**src/rtl/bus_mux_reg.sv**
```systemverilog
// Registered bus-source multiplexer: priority select of DIN, G or the lowest-numbered
// general register, with select-conflict detection and sticky/saturating error tracking.
module bus_mux_reg #(
    parameter int WIDTH     = 9,
    parameter int NREGS     = 8,
    parameter bit HOLD_IDLE = 1'b1,
    parameter int ERR_W     = 8,
    localparam int SRC_W    = $clog2(NREGS + 2)
) (
    input  logic                   Clock,
    input  logic                   Reset,
    input  logic                   Bus_en,
    input  logic [NREGS-1:0]       R_out,
    input  logic                   G_out,
    input  logic                   DIN_out,
    input  logic [NREGS*WIDTH-1:0] R_data,
    input  logic [WIDTH-1:0]       G_data,
    input  logic [WIDTH-1:0]       DIN_data,
    input  logic                   Err_clr,
    output logic [WIDTH-1:0]       Bus,
    output logic                   Bus_valid,
    output logic [SRC_W-1:0]       Bus_src,
    output logic                   Sel_err,
    output logic                   Err_sticky,
    output logic [ERR_W-1:0]       Err_cnt
);

    function automatic logic [ERR_W-1:0] sat_inc(input logic [ERR_W-1:0] v);
        return (&v) ? v : v + ERR_W'(1);
    endfunction

    logic [WIDTH-1:0] bus_q, bus_d;
    logic             valid_q, valid_d;
    logic [SRC_W-1:0] src_q, src_d;
    logic             sel_err_q, sel_err_d;
    logic             sticky_q, sticky_d;
    logic [ERR_W-1:0] cnt_q, cnt_d;

    logic [WIDTH-1:0] win_data;
    logic [SRC_W-1:0] win_src;
    logic             sel_any;
    logic             conflict;
    logic             err_event;

    // Winner selection: DIN over G over the lowest set R_out bit.
    always_comb begin
        win_data = '0;
        win_src  = '0;
        if (DIN_out) begin
            win_data = DIN_data;
            win_src  = SRC_W'(NREGS + 1);
        end else if (G_out) begin
            win_data = G_data;
            win_src  = SRC_W'(NREGS);
        end else begin
            for (int i = NREGS - 1; i >= 0; i--) begin
                if (R_out[i]) begin
                    win_data = R_data[i*WIDTH +: WIDTH];
                    win_src  = SRC_W'(i);
                end
            end
        end
    end

    // More than one select: two of the single-bit sources, one of them plus any register,
    // or two register bits (clearing the lowest set bit leaves something behind).
    always_comb begin
        sel_any   = DIN_out | G_out | (|R_out);
        conflict  = (DIN_out & G_out) | ((DIN_out | G_out) & (|R_out))
                  | (|(R_out & (R_out - NREGS'(1))));
        err_event = Bus_en & conflict;
    end

    always_comb begin
        bus_d     = bus_q;
        valid_d   = valid_q;
        src_d     = src_q;
        sel_err_d = 1'b0;
        sticky_d  = sticky_q;
        cnt_d     = cnt_q;

        if (Bus_en) begin
            sel_err_d = conflict;
            if (sel_any) begin
                bus_d   = win_data;
                valid_d = 1'b1;
                src_d   = win_src;
            end else begin
                valid_d = 1'b0;
                if (!HOLD_IDLE) begin
                    bus_d = '0;
                end
            end
        end

        // A conflict sampled alongside a clear counts as the first event after the clear.
        if (Err_clr) begin
            sticky_d = err_event;
            cnt_d    = err_event ? ERR_W'(1) : '0;
        end else if (err_event) begin
            sticky_d = 1'b1;
            cnt_d    = sat_inc(cnt_q);
        end
    end

    always_ff @(posedge Clock) begin
        if (Reset) begin
            bus_q     <= '0;
            valid_q   <= 1'b0;
            src_q     <= '0;
            sel_err_q <= 1'b0;
            sticky_q  <= 1'b0;
            cnt_q     <= '0;
        end else begin
            bus_q     <= bus_d;
            valid_q   <= valid_d;
            src_q     <= src_d;
            sel_err_q <= sel_err_d;
            sticky_q  <= sticky_d;
            cnt_q     <= cnt_d;
        end
    end

    assign Bus        = bus_q;
    assign Bus_valid  = valid_q;
    assign Bus_src    = src_q;
    assign Sel_err    = sel_err_q;
    assign Err_sticky = sticky_q;
    assign Err_cnt    = cnt_q;

endmodule

```
**config.mk**
```make
export PLATFORM = sky130hd
export DESIGN_NAME = bus_mux_reg
export DESIGN_NICKNAME = d
export VERILOG_FILES = /design/src/rtl/bus_mux_reg.sv
export SDC_FILE = /design/constraint.sdc
export NUM_CORES = 1
export LEC_CHECK = 0
export ABC_AREA = 1
export ABC_CLOCK_PERIOD_IN_PS = 1700
export CAP_MARGIN = 20
export CORE_MARGIN = 4
export CORE_UTILIZATION = 37
export DETAILED_ROUTE_END_ITERATION = 8
export PLACE_DENSITY_LB_ADDON = 0.12
export SYNTH_ARGS = -nofsm -noshare
export SYNTH_HDL_FRONTEND = slang
export SYNTH_SLANG_ARGS = --single-unit
```
**constraint.sdc**
```tcl
create_clock -name Clock -period 1.7 [get_ports Clock]
set_clock_uncertainty 0.05 [all_clocks]
set_input_delay 0.51 -clock Clock [delete_from_list [all_inputs] [get_ports Clock]]
set_output_delay 0.51 -clock Clock [all_outputs]
set_load 0.03 [all_outputs]
```
==> flow_summary_export.csv, run 1 <==
group,metric,value,unit
yosys,ys_ff_latch,24,
timing,setup_slack,85.2,ps
placed_design,hpwl,6630,um
floorplan,dieArea,6690,sq um
cells_and_area,syn_to_final_growth,82.5,%
worst_setup_path,crit_path_max_incr_delay,410,ps
clock_tree,cts.reportedPaths.clkPinSlew,80,ps
timing,period_share,95.0,%
global_route,grt_pass1_vias,2826,
hold_path,min_from,"Err_sticky",
cells_and_area,layout_common_cells,"93 x clkdlybuf4s50_1, 88 x nand2_1, 38 x buf_4, 35 x nor2_1, 28 x a21oi_1",
flow_run,drv_cap,0,
clock_tree,cts_tree,"built",
drt,viasPerCell,5.08,
timing,period_needed,1610,ps
floorplan,initial_utilization,38.7,%
cells_and_area,layout-drive-gt1-share,19.5,%
yosys,synth_area_leaders,"dfxtp_1 24%, nand2_1 17%, a21oi_1 7.5%",
yosys,synth_top_family_by_area,"simple AND/OR/NAND/NOR gates",
clock_tree,cts_made_buffers,3,
drt,via_count,2812,
pwr,p_leak,0.00160,uW
timing,finalSetupViolCount,0,
cells_and_area,instances_no_fill,553,
clock_tree,clock_path_buffers,2,
yosys,syn_nets,429,
global_route,antenna_found_initial,2,
yosys,synthSimpleGateAreaFrac,38.4,%
yosys,muxShareOfSynthArea,0,%
worst_setup_path,cp.arrival,1050,ps
yosys,synth_top_area_cell,"dfxtp_1",
placed_design,place_congestion,0.932,
worst_setup_path,end_kind,"output pin",
drt,routedWlPerCell,14.4,um
yosys,synth_top_area_share,23.9,%
timing,slew_violations,0,
floorplan,num_rows,26,
hold_path,hold_end,"Err_sticky",
drt,drc,0,
global_route,grt_pass1_wl,12800,um
global_route,grt_max_degree,21,
drt,ant_nets,0,
timing,hold_viol,0,
timing,clock.fmax,619,MHz
worst_setup_path,path_max_fanout,4,
pwr,powerDensity,494,nW/um^2
pwr,ir_drop,0.356,mV
timing,worstMarginPinSlew,331,ps
run_status,outcome,"completed",
pwr,power.total,1820,uW
yosys,syn_area,2010,sq um
worst_setup_path,critPathKind,"flip-flop to output pin",
worst_setup_path,required,1140,ps
clock_tree,cts_sinks,24,
yosys,synth_compound_area_share,27.7,%
clock_tree,holdBufCountCts,0,
worst_setup_path,reg2reg_slack,160,ps
drt,first_pass_iters,4,
clock_tree,clockRootBuffer,"clkbuf_8",
yosys,netlist_instances,324,
global_route,track_usage,24.2,%
clock_tree,htree_levels,1,
yosys,ys_warn_count,0,
yosys,yosysSeqAreaShare,23.9,%
yosys,synth_cell_types,35,
floorplan,ioPinCount,128,
cells_and_area,design_area,3680,sq um
global_route,overflow,0,
worst_setup_path,path_buf_inv,1,
floorplan,fp.dieH,81.8,um
worst_setup_path,startpoint_type,"flip-flop",
placed_design,postPlaceCellArea,3600,sq um
worst_setup_path,crit_path_cell_trace,"dlygate4sd2_1",
worst_setup_path,cpMaxStageDelayCell,"dlygate4sd2_1",
cells_and_area,nets,587,
yosys,syn_avg_cell_area,6.22,sq um
hold_path,hold_class,"flip-flop to flip-flop",
drt,drtIter0Drc,106,
drt,drt_wl_total,7960,um
worst_setup_path,r2r-start,"Err_cnt[4]",
worst_setup_path,cpLargestDelayFamily,"buffers and inverters",
worst_setup_path,worstRegToRegCells,10,
worst_setup_path,r2r_end,"Err_cnt[4]",
floorplan,core,5200,sq um
timing,max_slew_margin,78.0,%
yosys,synthXorXnorAreaFrac,1.74,%
hold_path,hold_path_depth,2,
placed_design,dp_slack,-563,ps
clock_tree,clock_latency,270,ps
floorplan,die_x,81.8,um
placed_design,dp.cells,543,
yosys,synth_fa_ha_area_share,0.621,%
placed_design,port_buffers,127,
cells_and_area,layout_commonest_cell,"clkdlybuf4s50_1",
## flip-flops by register name, summed over array words and instances, names as in the netlist
register,count
Bus_valid,1
Sel_err,1
Err_sticky,1
Bus,9
Err_cnt,8
Bus_src,4
## per-layer routing
metal / global-route usage, % / wire [um] / vias up
met5: 0 / 0 / -
met4: 4.98 / 53 / 0
met3: 6.91 / 609 / 4
met2: 42.7 / 4010 / 115
met1: 29.0 / 3290 / 1280
li1: - / - / 1413
## cell families after synthesis
kind of cell / count (synthesis)
fa+ha+maj: 1
flops: 24
xor+xnor: 4
simple gates: 169
compound gates: 92
buf+inv: 34
## final cells by class
| class | instances | area [sq um] |
|---|---|---|
| repair buffers | 167 | 1540 |
| fillers | 461 | 1530 |
| multi-input cells | 266 | 1420 |
| flip-flops and latches | 24 | 480 |
| well taps | 70 | 87.6 |
| inverters | 20 | 78.8 |
| clock buffers | 3 | 41.3 |
| clock inverters | 1 | 30.0 |
| diodes | 2 | 5.00 |
## worst max-delay path by stage
stage,from,to,cells after the start
CTS,R_out[1],Err_cnt[0],13
global placement,R_out[1],Err_cnt[5],10
floorplan,Err_cnt[1],Err_cnt[2],8
detailed placement,R_out[1],Err_cnt[5],11
global route,Err_cnt[4],Err_cnt[4],10
finish,Err_cnt[0],Err_cnt[0],1
## timing repair
| action | 4_1_cts | 5_1_grt |
|---|---|---|
| pin swaps | 5 | 9 |
| endpoints found under the setup margin | 47 | 22 |
| gates resized for setup | 39 | 23 |
| setup buffers | 3 | 1 |
## metrics by stage
| stage | hold slack (ps) | TNS [ps] | util (%) |
|---|---|---|---|
| global placement | 390 | -11190 | 69.1 |
| detailed placement | 391 | -12130 | 69.1 |
| finish | 404 | 0 | 70.6 |
| CTS | 403 | 0 | 70.5 |
| floorplan | 526 | 0 | - |
| global route | 416 | -37.7 | 70.6 |
## cell usage after synthesis (all sizes together)
library cell  instances
o31ai                 1
xnor2                 2
ha                    1
dfxtp                24
buf                   8
a31o                  7
a31oi                 8
clkinv                1
inv                  19
o21a                  7
nor3                  1
nand4                 3
o211ai               11
o21ai                24
clkbuf                6
a21oi                32
nand2                96
o22ai                 2
nor3b                 1
nand3                23
or2                   1
nor2                 44
xor2                  2
## where the power goes
group | switching [uW] | internal [uW] | total [uW] | leakage (uW)
sequential | 16.2 | 591 | 607 | 0.000197
combinational | 329 | 378 | 707 | 0.00136
clock | 189 | 315 | 504 | 0.0000357
Note: power is estimated with default switching activity, not from simulation.
==> run 2: changes to the inputs <==
Settings changed: CORE_ASPECT_RATIO set to 2.
==> run 2 against run 1 <==
Sequential power hardly changed. Core utilization rose by 0.79 points. Via count grew 1.9%. Non-clock buffer count is 2 higher. Final cell count shrank 2.0%. Die area grew 1.1%. Register-to-register slack got worse by 40 ps. Largest cell class unchanged. Highest routed layer unchanged. Critical endpoint is now Bus_src[2]. Critical path depth unchanged. Clock power fell by 22%. Routed wire length grew 0.24%. Setup slack got worse by 25 ps.
==> flow_summary_export.csv, run 2 (synthesis results as in run 1) <==
group,metric,value,unit
clock_tree,cts_sinks,24,
placed_design,hpwl,6690,um
worst_setup_path,cpMaxStageDelayCell,"dlygate4sd2_1",
placed_design,dp_slack,-550,ps
placed_design,port_buffers,127,
cells_and_area,layout_commonest_cell,"clkdlybuf4s50_1",
worst_setup_path,startpoint_type,"flip-flop",
pwr,powerDensity,463,nW/um^2
cells_and_area,largest_reg_flops,9,
worst_setup_path,crit_path_cell_trace,"dlygate4sd2_1",
drt,drc,0,
global_route,grt_pass1_wl,11900,um
pwr,ir_drop,0.586,mV
clock_tree,cts_tree,"built",
worst_setup_path,path_max_fanout,2,
floorplan,initial_utilization,38.5,%
clock_tree,cts.reportedPaths.clkPinSlew,80,ps
drt,drtIter0Drc,147,
global_route,track_usage,22.8,%
timing,worstMarginPinSlew,325,ps
cells_and_area,antenna_cells,0,
worst_setup_path,required,1140,ps
timing,slew_violations,0,
clock_tree,holdBufCountCts,0,
floorplan,dieArea,6760,sq um
worst_setup_path,path_buf_inv,1,
floorplan,ioPinCount,128,
drt,first_pass_iters,4,
floorplan,num_rows,37,
hold_path,hold_class,"flip-flop to flip-flop",
clock_tree,htree_levels,1,
drt,drt_wl_total,7980,um
floorplan,die_x,60.2,um
timing,period_share,96.4,%
worst_setup_path,crit_path_max_incr_delay,420,ps
drt,via_count,2866,
timing,holdWs,414,ps
pwr,power.total,1730,uW
cells_and_area,layout-drive-gt1-share,20.7,%
timing,period_needed,1640,ps
run_status,outcome,"completed",
timing,tns,0,ps
worst_setup_path,end_kind,"output pin",
timing,clock.fmax,610,MHz
worst_setup_path,critPathKind,"flip-flop to output pin",
pwr,p_leak,0.00162,uW
clock_tree,cts_made_buffers,3,
flow_run,drv_cap,0,
worst_setup_path,cp.arrival,1080,ps
global_route,grt_max_degree,22,
global_route,overflow,0,
timing,finalSetupViolCount,0,
clock_tree,clock_path_buffers,2,
placed_design,place_congestion,0.922,
worst_setup_path,cpLargestDelayFamily,"buffers and inverters",
cells_and_area,syn_to_final_growth,85.5,%
clock_tree,clock_latency,270,ps
drt,ant_nets,0,
global_route,antenna_found_initial,0,
cells_and_area,layout_common_cells,"93 x clkdlybuf4s50_1, 87 x nand2_1, 36 x buf_4, 34 x nor2_1, 27 x a21oi_1",
clock_tree,clockRootBuffer,"clkbuf_8",
cells_and_area,nets,590,
drt,routedWlPerCell,14.7,um
floorplan,fp.dieH,112,um
floorplan,core,5230,sq um
drt,viasPerCell,5.29,
timing,max_slew_margin,78.4,%
timing,hold_viol,0,
global_route,grt_pass1_vias,2839,
timing,setup_slack,60.6,ps
[run 2: worst paths after layout]
kind | from | endpoint | slack [ps] | cells after the start
max | Bus_src[2] | Bus_src[2] | 60 | 1
min | Err_sticky | Err_sticky | 410 | 2
max reg2reg | Err_cnt[0] | Err_cnt[4] | 120 | 8
min reg2reg | Err_sticky | Err_sticky | 410 | 2
[run 2: report_power, final]
| part | switching (uW) | internal (uW) | total [uW] | leakage, uW |
|---|---|---|---|---|
| combinational | 332 | 396 | 728 | 0.00140 |
| sequential | 18.5 | 591 | 609 | 0.000197 |
| clock | 186 | 207 | 394 | 0.0000288 |
| total | 537 | 1190 | 1730 | 0.00162 |
[run 2: area by class of cell]
class / count / area, sq um
repair buffers: 169 / 1600
fillers: 444 / 1490
multi-input cells: 267 / 1450
flip-flops and latches: 24 / 480
inverters: 20 / 75.1
well taps: 58 / 72.6
clock buffers: 4 / 55.1
[run 2: through the flow]
stage / std cells / util [%] / cell area [sq um]
4_1_cts: 541 / 70.9 / 3710
3_3_place_gp: 535 / 69.8 / 3650
2_1_floorplan: 324 / - / 2010
5_1_grt: 542 / 71.4 / 3740
3_5_place_dp: 535 / 69.8 / 3650
6_report: 542 / 71.4 / 3740
[run 2: what timing repair did]
| action | CTS | global route |
|---|---|---|
| setup buffers | 2 | 0 |
| hold endpoints to repair | 0 | 0 |
| cloned | 0 | 1 |
| resized for setup | 44 | 25 |
| endpoints found under the setup margin | 47 | 19 |
| pin swaps | 10 | 12 |
[run 2: routing by layer]
layer  track usage [%]  wire length, um  vias up
met3              2.76              472       33
met1              19.4             2530     1284
li1                  -                -     1418
met4              12.3              392        0
met2              46.1             4580      131
met5                 0                0        -
